File: config.mk
export PLATFORM = sky130hd
export DESIGN_NAME = regdst_write_seq
export DESIGN_NICKNAME = d
export VERILOG_FILES = /design/src/rtl/regdst_write_seq.sv
export SDC_FILE = /design/constraint.sdc
export NUM_CORES = 1
export LEC_CHECK = 0
export ABC_AREA = 1
export BUFFER_PORTS_ARGS = -buffer_cell sky130_fd_sc_hd__buf_2
export CORE_ASPECT_RATIO = 1.2
export CORE_MARGIN = 4
export CORE_UTILIZATION = 38
export CTS_CLUSTER_DIAMETER = 30
export DETAILED_ROUTE_END_ITERATION = 10
export PLACE_DENSITY_LB_ADDON = 0.3
export SLEW_MARGIN = 40
export SYNTH_ARGS = -nofsm -noshare
export SYNTH_HDL_FRONTEND = slang
export SYNTH_SLANG_ARGS = --single-unit
File: constraint.sdc
create_clock -name clk -period 1.26 [get_ports clk]
set_input_delay 0.189 -clock clk [delete_from_list [all_inputs] [get_ports clk]]
set_output_delay 0.189 -clock clk [all_outputs]
set_load 0.01 [all_outputs]
File: src/rtl/regdst_write_seq.sv
// Register-file write-port sequencer: per instruction class it drives the RegDst and
// write-data selects and times the RegWrite strobe, including load waits and pop's double write.
module regdst_write_seq #(
    parameter int unsigned MEM_TIMEOUT = 15,
    parameter bit          SP_ENABLE   = 1'b1
) (
    input  logic       clk,
    input  logic       reset,
    input  logic       start,
    input  logic [2:0] op_class,
    input  logic [4:0] rd_idx,
    input  logic [4:0] rt_idx,
    input  logic       mem_ready,
    output logic [2:0] reg_dst,
    output logic [1:0] wdata_sel,
    output logic       reg_write,
    output logic       busy,
    output logic       done,
    output logic       err
);

    typedef enum logic [2:0] {
        StIdle,
        StWaitMem,
        StWrite1,
        StWrite2,
        StFinish
    } state_t;

    localparam logic [2:0] CLS_RTYPE   = 3'd0;
    localparam logic [2:0] CLS_IALU    = 3'd1;
    localparam logic [2:0] CLS_LOAD    = 3'd2;
    localparam logic [2:0] CLS_JAL     = 3'd3;
    localparam logic [2:0] CLS_PUSH    = 3'd4;
    localparam logic [2:0] CLS_POP     = 3'd5;
    localparam logic [2:0] CLS_NOWRITE = 3'd6;
    localparam logic [2:0] CLS_RSV     = 3'd7;

    localparam logic [2:0] DST_RA = 3'b000;
    localparam logic [2:0] DST_SP = 3'b001;
    localparam logic [2:0] DST_RD = 3'b010;
    localparam logic [2:0] DST_RT = 3'b011;

    localparam logic [1:0] SEL_ALU = 2'b00;
    localparam logic [1:0] SEL_MEM = 2'b01;
    localparam logic [1:0] SEL_PC4 = 2'b10;
    localparam logic [1:0] SEL_SP  = 2'b11;

    // Last wait cycle index; the counter starts at 0 on the first WAIT_MEM cycle.
    localparam logic [7:0] CNT_LAST = 8'(MEM_TIMEOUT - 1);

    state_t     state;
    logic [2:0] cls_q;
    logic [4:0] rd_q;
    logic [4:0] rt_q;
    logic       rsv_q;
    logic [7:0] cnt;

    // First-write destination and data source, packed as {reg_dst, wdata_sel}.
    function automatic logic [4:0] write_path(input logic [2:0] cls);
        logic [4:0] path;
        path = {DST_RA, SEL_ALU};
        case (cls)
            CLS_RTYPE: path = {DST_RD, SEL_ALU};
            CLS_IALU:  path = {DST_RT, SEL_ALU};
            CLS_LOAD:  path = {DST_RT, SEL_MEM};
            CLS_JAL:   path = {DST_RA, SEL_PC4};
            CLS_PUSH:  path = {DST_SP, SEL_SP};
            CLS_POP:   path = {DST_RT, SEL_MEM};
            default:   path = {DST_RA, SEL_ALU};
        endcase
        return path;
    endfunction

    // Writes aimed at register 0 through rd/rt are dropped; $31/$29 always go through.
    function automatic logic write_allowed(input logic [2:0] dst, input logic [4:0] rd,
                                           input logic [4:0] rt);
        logic ok;
        ok = 1'b1;
        if (dst == DST_RD && rd == 5'd0) ok = 1'b0;
        if (dst == DST_RT && rt == 5'd0) ok = 1'b0;
        return ok;
    endfunction

    logic       rsv_in;
    logic       mem_in;
    logic       write_in;
    logic [4:0] path_in;
    logic [4:0] path_q;

    assign rsv_in   = (op_class == CLS_RSV) ||
                      (!SP_ENABLE && (op_class == CLS_PUSH || op_class == CLS_POP));
    assign mem_in   = !rsv_in && (op_class == CLS_LOAD || op_class == CLS_POP);
    assign write_in = !rsv_in && (op_class != CLS_NOWRITE);
    assign path_in  = write_path(op_class);
    assign path_q   = write_path(cls_q);

    always_ff @(posedge clk or negedge reset) begin
        if (!reset) begin
            state     <= StIdle;
            cls_q     <= '0;
            rd_q      <= '0;
            rt_q      <= '0;
            rsv_q     <= 1'b0;
            cnt       <= '0;
            reg_dst   <= '0;
            wdata_sel <= '0;
            reg_write <= 1'b0;
            busy      <= 1'b0;
            done      <= 1'b0;
            err       <= 1'b0;
        end else begin
            reg_write <= 1'b0;
            done      <= 1'b0;
            unique case (state)
                StIdle: begin
                    if (start) begin
                        cls_q <= op_class;
                        rd_q  <= rd_idx;
                        rt_q  <= rt_idx;
                        rsv_q <= rsv_in;
                        cnt   <= '0;
                        busy  <= 1'b1;
                        err   <= 1'b0;
                        if (mem_in) begin
                            state <= StWaitMem;
                        end else begin
                            // Non-writing classes still spend the write slot, idle.
                            state <= StWrite1;
                            if (write_in) begin
                                reg_dst   <= path_in[4:2];
                                wdata_sel <= path_in[1:0];
                                reg_write <= write_allowed(path_in[4:2], rd_idx, rt_idx);
                            end
                        end
                    end
                end
                StWaitMem: begin
                    if (mem_ready) begin
                        state     <= StWrite1;
                        reg_dst   <= path_q[4:2];
                        wdata_sel <= path_q[1:0];
                        reg_write <= write_allowed(path_q[4:2], rd_q, rt_q);
                    end else if (cnt == CNT_LAST) begin
                        state <= StFinish;
                        busy  <= 1'b0;
                        done  <= 1'b1;
                        err   <= 1'b1;
                    end else begin
                        cnt <= cnt + 8'd1;
                    end
                end
                StWrite1: begin
                    if (cls_q == CLS_POP && !rsv_q) begin
                        state     <= StWrite2;
                        reg_dst   <= DST_SP;
                        wdata_sel <= SEL_SP;
                        reg_write <= 1'b1;
                    end else begin
                        state <= StFinish;
                        busy  <= 1'b0;
                        done  <= 1'b1;
                        err   <= rsv_q;
                    end
                end
                StWrite2: begin
                    state <= StFinish;
                    busy  <= 1'b0;
                    done  <= 1'b1;
                end
                StFinish: begin
                    state <= StIdle;
                end
                default: begin
                    state <= StIdle;
                end
            endcase
        end
    end

endmodule

**Word level (Yosys, flattened, before mapping)**

Cells that the tools add are included.

- Memory bits (writable): 0
- Latch bits: 0
- Memories kept: 0
- Register bits after elaboration: 34
- Word-level logic and storage cells: 119
- ROM bits: 0

- Div/mod/pow operators: 0
- Reductions and logical operators: 28
- Bitwise gates (word level): 0
- $mul: 0
- $lt $le $gt $ge: 0
- Multiplexer cells: 48
- Shift operators: 0
- Equality and inequality tests: 30
- Add/sub/neg operators: 1

Operators by type and width:

| cell | number |
|---|---|
| $pmux 4 s5 | 2 |
| $eq 3x2->1 const B | 10 |
| $mux 3 | 9 |
| $mux 8 | 3 |
| $logic_not 5->1 | 4 |
| $mux 1 | 20 |
| $ne 2x2->1 const B | 9 |
| $pmux 8 s2 | 1 |
| $eq 3x3->1 const B | 5 |
| $mux 2 | 6 |
| $pmux 3 s4 | 1 |
| $reduce_and 5->1 | 2 |
| $eq 3x1->1 const B | 3 |
| $logic_not 3->1 | 3 |
| $pmux 1 s3 | 3 |
| $pmux 3 s3 | 1 |
| $add 8x1->8 const B | 1 |
| $eq 8x4->1 const B | 1 |
| $logic_and 1x1->1 | 7 |
| $ne 3x3->1 const B | 2 |
| $pmux 2 s3 | 1 |
| $reduce_and 6->1 | 1 |
| $pmux 1 s4 | 1 |
| $reduce_and 2->1 | 2 |
| 7 further kinds | 9 |

**Longest topological paths before layout**

Gate-level depths: netlist of run 1.

- Word-level depth: 11
- Mapped depth: 9

**Worst setup path after synthesis of run 1**

Ideal clock, no wire load.

- Path type: flip-flop to flip-flop
- Start: reg cnt[0]
- End: reg busy
- Setup time: 0.129 ns
- Path buffers: 0
- Required time: 1.131 ns
- Arrival: 1.150 ns
- Clock period less this slack: 1.279 ns
- Path slack: -0.019 ns
- Stages on the path, launching flop included: 10
- Path through: dfrtp_1 > inv_1 > ha_1 > nand2_1 > nor2_1 > nand3_1 > nand2_1 > nand3_1 > nand2_1 > nand2_1

- Longest elaborated chain between the ends: 3

RTL lines:

| item | RTL line | RTL |
|---|---|---|
| start: declaration | 57 | `logic [7:0] cnt;` |
| start signal: assignment | 150 | `cnt <= cnt + 8'd1;` |
| $eq 8x4->1 | 144 | `end else if (cnt == CNT_LAST) begin` |
| $ne 2x2->1 (no line) | - |  |
| $reduce_and 5->1 (no line) | - |  |
| end signal: assignment | 146 | `busy <= 1'b0;` |
| end signal: assignment | 161 | `busy <= 1'b0;` |
| end signal: assignment | 168 | `busy <= 1'b0;` |
| end: declaration | 17 | `output logic busy,` |

No other way between the ends.
A chain may end at the register's enable or synchronous reset.

**Worst setup path after layout of run 1**

- Start: reg state[1]
- End: reg cnt[4]

- Longest elaborated chain between the ends: 3
- Elaborated cells on any way between the ends: 8
- Classes of those cells: eq/ne: 4; mux: 1; reduce/logical: 3

RTL lines:

| item | RTL line | RTL |
|---|---|---|
| start: declaration | 52 | `state_t state;` |
| start signal: assignment | 100 | `state <= StIdle;` |
| start signal: assignment | 126 | `state <= StWaitMem;` |
| start signal: assignment | 129 | `state <= StWrite1;` |
| $eq 3x1->1 or $logic_not 3->1 (tied branches) | 115 | `unique case (state)` |
| $ne 2x2->1 (no line) or $reduce_bool 2->1 (tied branches) | - |  |
| $reduce_and 4->1 (no line) | - |  |

Parallel ways exist; a longest one is shown, timed or not.

==> results of run 1 <==
## path summary, 6_finish.rpt
check,slack (ps),start,cells after the start,end
min,110,rt_idx[0],3,rt_q[0]$_DFFE_PN0P_
max reg2reg,-110,state[1]$_DFFE_PN0P_,8,cnt[4]$_DFFE_PN0P_
max,-110,state[1]$_DFFE_PN0P_,8,cnt[4]$_DFFE_PN0P_
min reg2reg,480,err$_DFFE_PN0P_,2,err$_DFFE_PN0P_
min in group asynchronous,350,reset,2,cnt[5]$_DFFE_PN0P_
max in group asynchronous,480,reset,3,state[0]$_DFFE_PN0P_
## area by class of cell
class | count | area, sq um | share of cell area
clock buffers | 6 | 82.6 | 0.0309
flip-flops and latches | 33 | 828 | 0.309
multi-input cells | 206 | 1100 | 0.413
inverters | 30 | 123 | 0.0458
repair buffers | 58 | 428 | 0.160
well taps | 58 | 72.6 | 0.0271
clock inverters | 2 | 37.5 | 0.0140
## state kept, by name, indices dropped and copies added, names as in the netlist
name and flops:
done 1, rd_q 5, cls_q 3, state 3, reg_write 1, reg_dst 2
cnt 8, err 1, busy 1, rt_q 5, wdata_sel 2, rsv_q 1
## cell usage after synthesis, types with 3 or more instances
library cell,instances
a21oi_1,6
dfrtp_1,33
inv_1,27
nand2_1,93
nand3_1,25
nor2_1,39
nor3_1,3
o21ai_0,19
o21ai_1,4
## metal layers
| layer | part of all wire | vias up | GRT usage |
|---|---|---|---|
| met5 | 0 | - | 0 |
| met4 | 0.012 | 0 | 0.0570 |
| met3 | 0.042 | 6 | 0.0379 |
| met2 | 0.54 | 33 | 0.305 |
| met1 | 0.41 | 920 | 0.195 |
| li1 | - | 981 | - |
## critical path: cells and delay by family (launching register included)
kind / cells / cell delay [ps]
buf+inv: 2 / 130
flops: 1 / 410
compound gates: 1 / 50
simple gates: 5 / 660
## metrics by stage
step	utilization	hold WS (ps)	worst slack, ps	instance area [sq um]
2_1_floorplan	-	-107	3.81	1900
3_3_place_gp	0.493	121	-156	2310
5_1_grt	0.570	110	-182	2680
6_report	0.570	107	-109	2680
4_1_cts	0.548	105	-57.3	2570
3_5_place_dp	0.493	126	-172	2310
## cells by family after synthesis
logic type               share of synthesized area
XOR/XNOR                                   0.00925
buffers and inverters                       0.0793
AO/OA/AOI/OAI                               0.0912
other                                      0.00198
flip-flops                                   0.436
adder cells (fa/ha/maj)                     0.0132
AND/OR/NAND/NOR                              0.369
## report_power, final
part / internal, mW / switching [mW]
combinational: 1.14 / 1.62
clock: 0.643 / 0.402
sequential: 1.45 / 0.246
total: 3.23 / 2.27
## repair_timing
item                       CTS  global route
hold endpoints to repair    13             0
hold buffers                 1             0
setup endpoints to repair   19            31
gates resized for setup     34            29
gates cloned                 1             1
setup buffers                1             0
pin swaps                   14             9
==> out/results.ini, run 1 <==
[run_status]
result_of_the_run = finished, violations left
violations = setup timing

[final_layout]
share_of_layout_cells_above_drive_strength_1 = 0.340
final_nets = 353
post_layout_nonfiller_instances = 393
n_antenna_cell = 0
fillcell_total = 447
area.growth.synth_to_final_pct = 41.3
final_cell_mix = nand2_1 (79), nor2_1 (34), dfrtp_1 (31)
mostFrequentLayoutCell = nand2_1

[detailed_routing]
drt_wl_total_mm = 4.93
routed_wire_length_per_instance_microns = 12.5
post-route-drc-count = 0
detail_route.vias_per_cell = 4.94
antenna_left = 0
dr.pass1.iters = 4
dr_vias = 1940
drt_first_iter_violations = 88

[yosys]
synth.lib_cells_used.distinct = 26
synthCells = 273
synth_area_leaders = dfrtp_1 (44%), nand2_1 (18%), nor2_1 (7.7%)
syn_nets = 292
ys_dominant_reg_cell = dfrtp_1
yosysTopAreaCell = dfrtp_1
ys_ff_latch = 33
synth.yosys.seq_area_share = 0.436
ys.warnings.count = 0
post_synthesis_average_cell_area_sq_um = 6.94
synth_async_sr_flop_share = 1.00
synth_enable_flop_cells = 0
synth_largest_type_area_fraction = 0.436
mappedNetlistArea_sq_um = 1890

[place]
placement.io_buffers = 24
dp_cells = 381
dp.final_hpwl_mm = 3.57
final_weighted_congestion_in_routability_driven_placement = 0.815

[sta]
finalWorstSetupSlack_ps = -109
slew_violations = 0
timing.clock.skew_ps = 8.60
timing.final.setup_violations = 20
maxClockFrequency_mhz = 731
setup_tns_ps = -1130
unrepaired_setup_endpoints_after_global_routing = true
final_hold_viol_count = 0
timing.final.crit_period_ps = 1370
layout_worst_path_cycle_share = 1.09

[clock_tree]
clk_transition_reported_paths_ps = 70
clock_latency_ps = 280
cell_at_the_root_of_the_clock_tree = clkbuf_8
cts_max_path_buffers = 2
cts_buffers = 5
clock_sinks = 33
htree_num_levels = 2
clock_tree_from_tritoncts = done

[grt]
first_global_vias = 1943
antenna_found_initial = 0
global_route_usage_sum = 0.169
grt_max_degree = 21
overflow = 0
grt_first_pass_wirelength_mm = 8.38

[worst_setup_path]
crit_path_frequent_cell = nand2_4
crit_path_start_kind = flip-flop
arrival_ps = 1540
worstPathMaxFanout = 7
critical_path.cell_chain = nor2_4 -> nand2_4 -> clkinv_4 -> nand3_4 -> nand2_4 -> inv_2 -> nand2_1 -> o21ai_1
critical_path_required_ps = 1430
cpMaxStageDelayCell = dfrtp_1
cpPeakStageDelay_ps = 410
end_kind = flip-flop
setup.worst_path.class = flip-flop to flip-flop

[power]
totalPowerFinal_mw = 5.50
powerDensity_nw_per_um2 = 2060
static-leakage-power_nw = 1.37
vdd.ir_drop.worst_v = 0.000962

[min_path]
min-delay-path-class = primary input to flip-flop

[die]
floorplan.core_area_sq_um = 4700
core.rowCount = 27
dieWidth_microns = 72.5
initial_utilization = 0.403
io-pin-count = 26
die_area_sq_um = 6180
die_h_microns = 85.3

[job]
number_of_max_capacitance_violations_reported = 0

No activity file was read; power rests on OpenSTA's default activity.
==> run 2, diff against run 1 <==
Settings changed: ABC_AREA 1 to default, CORE_MARGIN 4 to 2, SETUP_SLACK_MARGIN from default to 0.2.
==> run 2 against run 1 <==
Compared with the run above:
- die area decreased by 7.5%
- flip-flop and latch count stayed put
- synthesized cell count fell by 21%
- cell count fell by 6.4%
- power rose by 18%
- the flow still finishes with violations (setup timing)
- highest routed layer unchanged
- cell area increased by 15%
- via count fell by 0.98%
- worst setup slack got worse by 270 ps
- hold slack gained 1.9 ps
- clock skew decreased by 3.5 ps
==> out/results.ini, run 2 <==
[power]
powerDensity_nw_per_um2 = 2110  ; +2.7%
vdd.ir_drop.worst_v = 0.00112  ; +16%
totalPowerFinal_mw = 6.51  ; +18%
static-leakage-power_nw = 1.44  ; +5.1%

[clock_tree]
clock_tree_from_tritoncts = done
htree_num_levels = 2  ; unchanged
cts_max_path_buffers = 2  ; unchanged
cts_buffers = 5  ; unchanged
clock_latency_ps = 290  ; about the same
cell_at_the_root_of_the_clock_tree = clkbuf_8
clk_transition_reported_paths_ps = 70  ; about the same
clock_sinks = 33  ; unchanged

[final_layout]
final_area_sq_um = 3080  ; +15%
final_cell_mix = buf_4 (55), dfrtp_1 (30), buf_2 (24)
registers.top_by_ff_count = cnt
biggestRegsByFlops = cnt (8), rd_q (5), rt_q (5)
mostFrequentLayoutCell = buf_4
area.growth.synth_to_final_pct = 58.2
final_nets = 326  ; -7.6%
share_of_layout_cells_above_drive_strength_1 = 0.558  ; +0.218
n_antenna_cell = 0  ; unchanged
flip_flop_count_of_the_largest_register_all_copies_and_words_added = 8  ; unchanged
postLayoutCoreUtil = 0.624  ; +0.0542
post_layout_nonfiller_instances = 368  ; -6.4%

[place]
dp.final_hpwl_mm = 3.75  ; +5.0%
placement.io_buffers = 24  ; unchanged
final_weighted_congestion_in_routability_driven_placement = 0.860  ; +5.5%
postPlaceCellArea_sq_um = 2570  ; +11%
dp_cells = 344  ; -9.7%

[grt]
met2_usage = 0.354  ; +0.0490
globalRouteMet3Util = 0.0328  ; -0.00515
global_route_usage_sum = 0.198  ; +0.0286
first_global_vias = 1901  ; -2.2%
grt_max_degree = 16  ; -24%
busiest_grt_layer = met2
grt_use_met1 = 0.229  ; +0.0345
overflow = 0  ; unchanged
grt_first_pass_wirelength_mm = 8.92  ; +6.5%
antenna_found_initial = 0  ; unchanged

[sta]
maxClockFrequency_mhz = 609  ; -17%
unrepaired_setup_endpoints_after_global_routing = true
holdWs_ps = 109  ; +1.86 ps
finalWorstSetupSlack_ps = -383  ; -274 ps
layout_worst_path_cycle_share = 1.30  ; +0.218
final_hold_viol_count = 0  ; unchanged
timing.clock.skew_ps = 5.07  ; -3.54 ps
slew_violations = 0  ; unchanged
timing.final.setup_violations = 33  ; +65%
timing.final.crit_period_ps = 1640  ; +274 ps

[die]
dieWidth_microns = 69.4  ; -4.2%
initial_utilization = 0.395  ; -0.00878
die_h_microns = 82.5  ; -3.4%
core.rowCount = 28  ; +3.7%
floorplan.core_area_sq_um = 4940  ; +5.2%
io-pin-count = 26  ; unchanged
die_area_sq_um = 5720  ; -7.5%

[detailed_routing]
dr.pass1.iters = 4  ; unchanged
drt_wl_total_mm = 5.44  ; +10%
routed_wire_length_per_instance_microns = 14.8  ; +18%
antenna_left = 0  ; unchanged
post-route-drc-count = 0  ; unchanged
drt_first_iter_violations = 93  ; +5.7%
dr_vias = 1921  ; -0.98%
detail_route.vias_per_cell = 5.22  ; +5.7%

[yosys]
syn_nets = 234  ; -20%
synthTopCellsByCount = nand2_1 (44), dfrtp_1 (33), nor2_1 (13), o21ai_0 (10)
post_synthesis_average_cell_area_sq_um = 9.07  ; +31%
synth_area_leaders = dfrtp_1 (42%), nand2_1 (8.5%), a2111oi_4 (2.8%)
synth.yosys.seq_area_share = 0.424  ; -0.0123
synth_enable_flop_cells = 0  ; unchanged
synthCells = 215  ; -21%
synth.lib_cells_used.distinct = 50  ; +92%
synth_largest_type_area_fraction = 0.424  ; -0.0123
ys_ff_latch = 33  ; unchanged
mappedNetlistArea_sq_um = 1950  ; +2.9%
ys.warnings.count = 0  ; unchanged
ys_dominant_reg_cell = dfrtp_1
synth_async_sr_flop_share = 1.00  ; unchanged
yosysTopAreaCell = dfrtp_1
post-synth-top-count-cell = nand2_1

[min_path]
min-delay-path-class = primary input to flip-flop

[worst_setup_path]
critical_path_required_ps = 1440  ; about the same
arrival_ps = 1820  ; +280 ps
worstPathMaxFanout = 3  ; -4
setup.worst_path.class = flip-flop to flip-flop
end_kind = flip-flop
crit_path_start_kind = flip-flop
setup_slack_of_the_worst_register_to_register_path_ps = -380  ; -270 ps

[run_status]
violations = setup timing
result_of_the_run = finished, violations left

[job]
number_of_max_capacitance_violations_reported = 0  ; unchanged

[run 2: area by class of cell]
| type | instances | area (sq um) |
|---|---|---|
| Inverter | 8 | 30.0 |
| Sequential cell | 33 | 830 |
| Fill cell | 389 | 1860 |
| Tap cell | 60 | 75.1 |
| Clock inverter | 3 | 17.5 |
| Timing Repair Buffer | 98 | 779 |
| Clock buffer | 5 | 68.8 |
| Multi-Input combinational cell | 161 | 1280 |
[run 2: cell families (layout without fill, tap and decap cells)]
family,count (synthesis),after routing,share of synthesized area
fa+ha+maj,2,2,0.0128
flops,33,33,0.424
simple gates,105,105,0.273
other cells,1,1,0.00192
xor+xnor,5,5,0.0225
mux,8,8,0.0430
buf+inv,21,114,0.0539
compound gates,40,40,0.169
[run 2: final timing paths]
path | end | cells after the start | from
max | err$_DFFE_PN0P_ | 6 | cnt[0]$_DFFE_PN0P_
min | rt_q[0]$_DFFE_PN0P_ | 3 | rt_idx[0]
max reg2reg | err$_DFFE_PN0P_ | 6 | cnt[0]$_DFFE_PN0P_
min reg2reg | rt_q[0]$_DFFE_PN0P_ | 2 | rt_q[0]$_DFFE_PN0P_
max in group asynchronous | state[0]$_DFFE_PN0P_ | 3 | reset
min in group asynchronous | rt_q[3]$_DFFE_PN0P_ | 2 | reset
[run 2: layer usage]
| metal | vias to the layer above | share of wire |
|---|---|---|
| li1 | 946 | - |
| met1 | 921 | 0.42 |
| met2 | 42 | 0.52 |
| met3 | 12 | 0.030 |
| met4 | 0 | 0.026 |
| met5 | - | 0 |
[run 2: metrics by stage]
stage               setup slack [ps]  TNS [ps]
global route                    -456    -10560
global placement                -413     -9080
finish                          -383     -8430
detailed placement              -443     -9420
floorplan                       -296     -3640
CTS                             -375     -8140
[run 2: timing repair]
item                                    in CTS  in global routing
endpoints found under the setup margin      33                 35
buffers inserted                             9                  4
cloned                                       2                  0
pin swaps                                   13                 23
hold buffers                                 1                  0
endpoints found under the hold margin       13                  0
gates resized for setup                     40                 44
[run 2: critical path: stages, from the launching register on]
cell      delay [ps]
dfrtp_1          390
inv_2             60
ha_1             140
nand4b_1         210
o31ai_4          260
o311ai_2         160
a221o_1          310
[run 2: power breakdown]
part / total [mW] / leakage, nW / internal, mW / switching (mW)
clock network: 0.801 / 0.0439 / 0.381 / 0.420
logic: 3.91 / 0.977 / 2.13 / 1.78
registers: 1.80 / 0.420 / 1.46 / 0.334
==> run 3, diff against run 2 <==
Settings changed: CTS_CLUSTER_DIAMETER 30 to 60.
Clock period 1.26 ns to 1.5 ns, I/O delays scaled along.
==> run 3 against run 2 <==
Compared with the run above:
- first-iteration DRC count down 15%
- clock power down 18%
- highest routed layer unchanged
- routed wire length up 4.5%
- the flow still finishes with violations (setup timing)
- via count up 0.36%
- non-clock buffer count down 6
- combinational power down 11%
- maximum frequency down 8.3%
==> out/results.ini, run 3 (synthesis results as in run 2) <==
[min_path]
whs_endpoint = rd_q[1]$_DFFE_PN0P_
worst_hold_startpoint = rd_idx[1]
hold-path-cell-count = 3  ; unchanged
min-delay-path-class = primary input to flip-flop

[clock_tree]
clk_transition_reported_paths_ps = 80  ; about the same
htree_num_levels = 2  ; unchanged
cts_max_path_buffers = 2  ; unchanged
clock_tree_from_tritoncts = done
clock_latency_ps = 290  ; about the same
cell_at_the_root_of_the_clock_tree = clkbuf_8
clock_sinks = 33  ; unchanged
cts_buffers = 5  ; unchanged

[worst_setup_path]
r2r_start = cnt[0]$_DFFE_PN0P_
crit_path_start_kind = flip-flop
end_kind = flip-flop
r2r_path_end = err$_DFFE_PN0P_
setup.worst_path.class = flip-flop to flip-flop
setup_slack_of_the_worst_register_to_register_path_ps = -290  ; +90 ps
worst-r2r-cell-count = 6  ; unchanged
arrival_ps = 1960  ; +140 ps
worstPathMaxFanout = 3  ; unchanged
critical_path_required_ps = 1670  ; +230 ps

[grt]
grt_first_pass_wirelength_mm = 9.03  ; +1.2%
first_global_vias = 1900  ; -0.053%
grt_max_degree = 34  ; +18
overflow = 0  ; unchanged
antenna_found_initial = 0  ; unchanged
global_route_usage_sum = 0.202  ; +0.00401

[die]
dieWidth_microns = 69.4  ; unchanged
initial_utilization = 0.395  ; unchanged
io-pin-count = 26  ; unchanged
die_h_microns = 82.5  ; unchanged
floorplan.core_area_sq_um = 4940  ; unchanged
core.rowCount = 28  ; unchanged
die_area_sq_um = 5720  ; unchanged

[detailed_routing]
routed_wire_length_per_instance_microns = 15.7  ; +6.2%
antenna_left = 0  ; unchanged
post-route-drc-count = 0  ; unchanged
detail_route.vias_per_cell = 5.33  ; +2.0%
dr_vias = 1928  ; +0.36%
drt_first_iter_violations = 79  ; -15%
drt_wl_total_mm = 5.68  ; +4.5%
dr.pass1.iters = 4  ; unchanged

[final_layout]
final_nets = 320  ; -1.8%
registers.top_by_ff_count = cnt
biggestRegsByFlops = cnt (8), rd_q (5), rt_q (5)
postLayoutCoreUtil = 0.632  ; +0.00785
final_cell_mix = buf_4 (51), dfrtp_1 (30), buf_2 (24)
fillcell_total = 389  ; unchanged
flip_flop_count_of_the_largest_register_all_copies_and_words_added = 8  ; unchanged
n_antenna_cell = 0  ; unchanged
area.sequential_sq_um = 830  ; unchanged
share_of_layout_cells_above_drive_strength_1 = 0.560  ; +0.00116
final_area_sq_um = 3120  ; +1.3%
area.growth.synth_to_final_pct = 60.1
multi_input_area_sq_um = 1370  ; +6.5%
mostFrequentLayoutCell = buf_4

[place]
dpl_worst_slack_ps = -212  ; +231 ps
placement.io_buffers = 24  ; unchanged
final_weighted_congestion_in_routability_driven_placement = 0.863  ; +0.30%
dp.final_hpwl_mm = 3.58  ; -4.6%
postPlaceCellArea_sq_um = 2530  ; -1.7%

[power]
static-leakage-power_nw = 1.43  ; -0.63%
powerDensity_nw_per_um2 = 1810  ; -14%
vdd.ir_drop.worst_v = 0.00103  ; -7.8%
totalPowerFinal_mw = 5.65  ; -13%

[sta]
unrepaired_setup_endpoints_after_global_routing = true
timing.clock.skew_ps = 12.1  ; +7.08 ps
timing.final.setup_violations = 16  ; -52%
final_hold_viol_count = 0  ; unchanged
slew_violations = 0  ; unchanged
layout_worst_path_cycle_share = 1.19  ; -0.110
maxClockFrequency_mhz = 558  ; -8.3%
timing.final.crit_period_ps = 1790  ; +149 ps
finalWorstSetupSlack_ps = -292  ; +91.4 ps

[run_status]
result_of_the_run = finished, violations left
violations = setup timing

[job]
number_of_max_capacitance_violations_reported = 0  ; unchanged

run 3: cell count changes in the layout (fill, tap and decap cells not counted), moves of 2 or more:
cell / change
nand2_4: +2
nand2_1: +8
o21ai_1: -3
buf_6: -3
nand2_2: -10
o21ai_2: +2
ha_1: -2
a21oi_1: -3
buf_4: -4
a21oi_2: +3
run 3: per-layer routing:
layer	vias up	GRT usage	routed length (microns)
met5	-	0	0
met4	0	0.0843	91
met3	9	0.0376	252
met2	52	0.357	2960
met1	937	0.246	2370
li1	930	-	-
run 3: how the worst max path moves through the flow:
stage	slack, ps	cells past startpoint	startpoint	endpoint
after global placement	-210	6	cnt[0]$_DFFE_PN0P_	err$_DFFE_PN0P_
after floorplan	-60	4	cnt[5]$_DFFE_PN0P_	err$_DFFE_PN0P_
after global routing	-350	8	cnt[0]$_DFFE_PN0P_	state[1]$_DFFE_PN0P_
after detailed placement	-210	6	cnt[0]$_DFFE_PN0P_	err$_DFFE_PN0P_
final	-290	6	cnt[0]$_DFFE_PN0P_	err$_DFFE_PN0P_
after CTS	-200	6	cnt[0]$_DFFE_PN0P_	err$_DFFE_PN0P_
run 3: area by class of cell:
class | count | area share
Clock buffer | 6 | 0.0232
Clock inverter | 2 | 0.00321
Inverter | 8 | 0.0104
Multi-Input combinational cell | 161 | 0.438
Sequential cell | 33 | 0.266
Tap cell | 60 | 0.0240
Timing Repair Buffer | 92 | 0.236
run 3: power by group:
| group | internal, mW | leakage (nW) | switching (mW) | total, mW |
|---|---|---|---|---|
| combinational | 1.86 | 0.967 | 1.63 | 3.49 |
| sequential | 1.23 | 0.420 | 0.270 | 1.50 |
| clock | 0.322 | 0.0450 | 0.338 | 0.660 |
run 3: metrics by stage:
| stage | setup TNS [ps] | hold WS, ps | std cells |
|---|---|---|---|
| after floorplan | -214 | -70.6 | 215 |
| after global placement | -987 | 279 | 335 |
| after detailed placement | -1160 | 284 | 335 |
| after CTS | -841 | 139 | 356 |
| after global routing | -3360 | 146 | 362 |
| final | -2340 | 144 | 362 |
run 3: repair_timing:
| action | CTS | global route |
|---|---|---|
| buffers inserted | 11 | 6 |
| setup endpoints to repair | 33 | 33 |
| hold buffers | 1 | 0 |
| gates resized for setup | 53 | 37 |
| pin swaps | 43 | 18 |
| hold endpoints to repair | 33 | 0 |
| gates cloned | 1 | 0 |
run 3: worst max-delay path, stage by stage, from the launching register on:
cell and delay [ps]:
dfrtp_1 390, inv_2 90, ha_4 130, nand4b_1 230
o31ai_4 340, o311ai_4 160, a221o_1 320
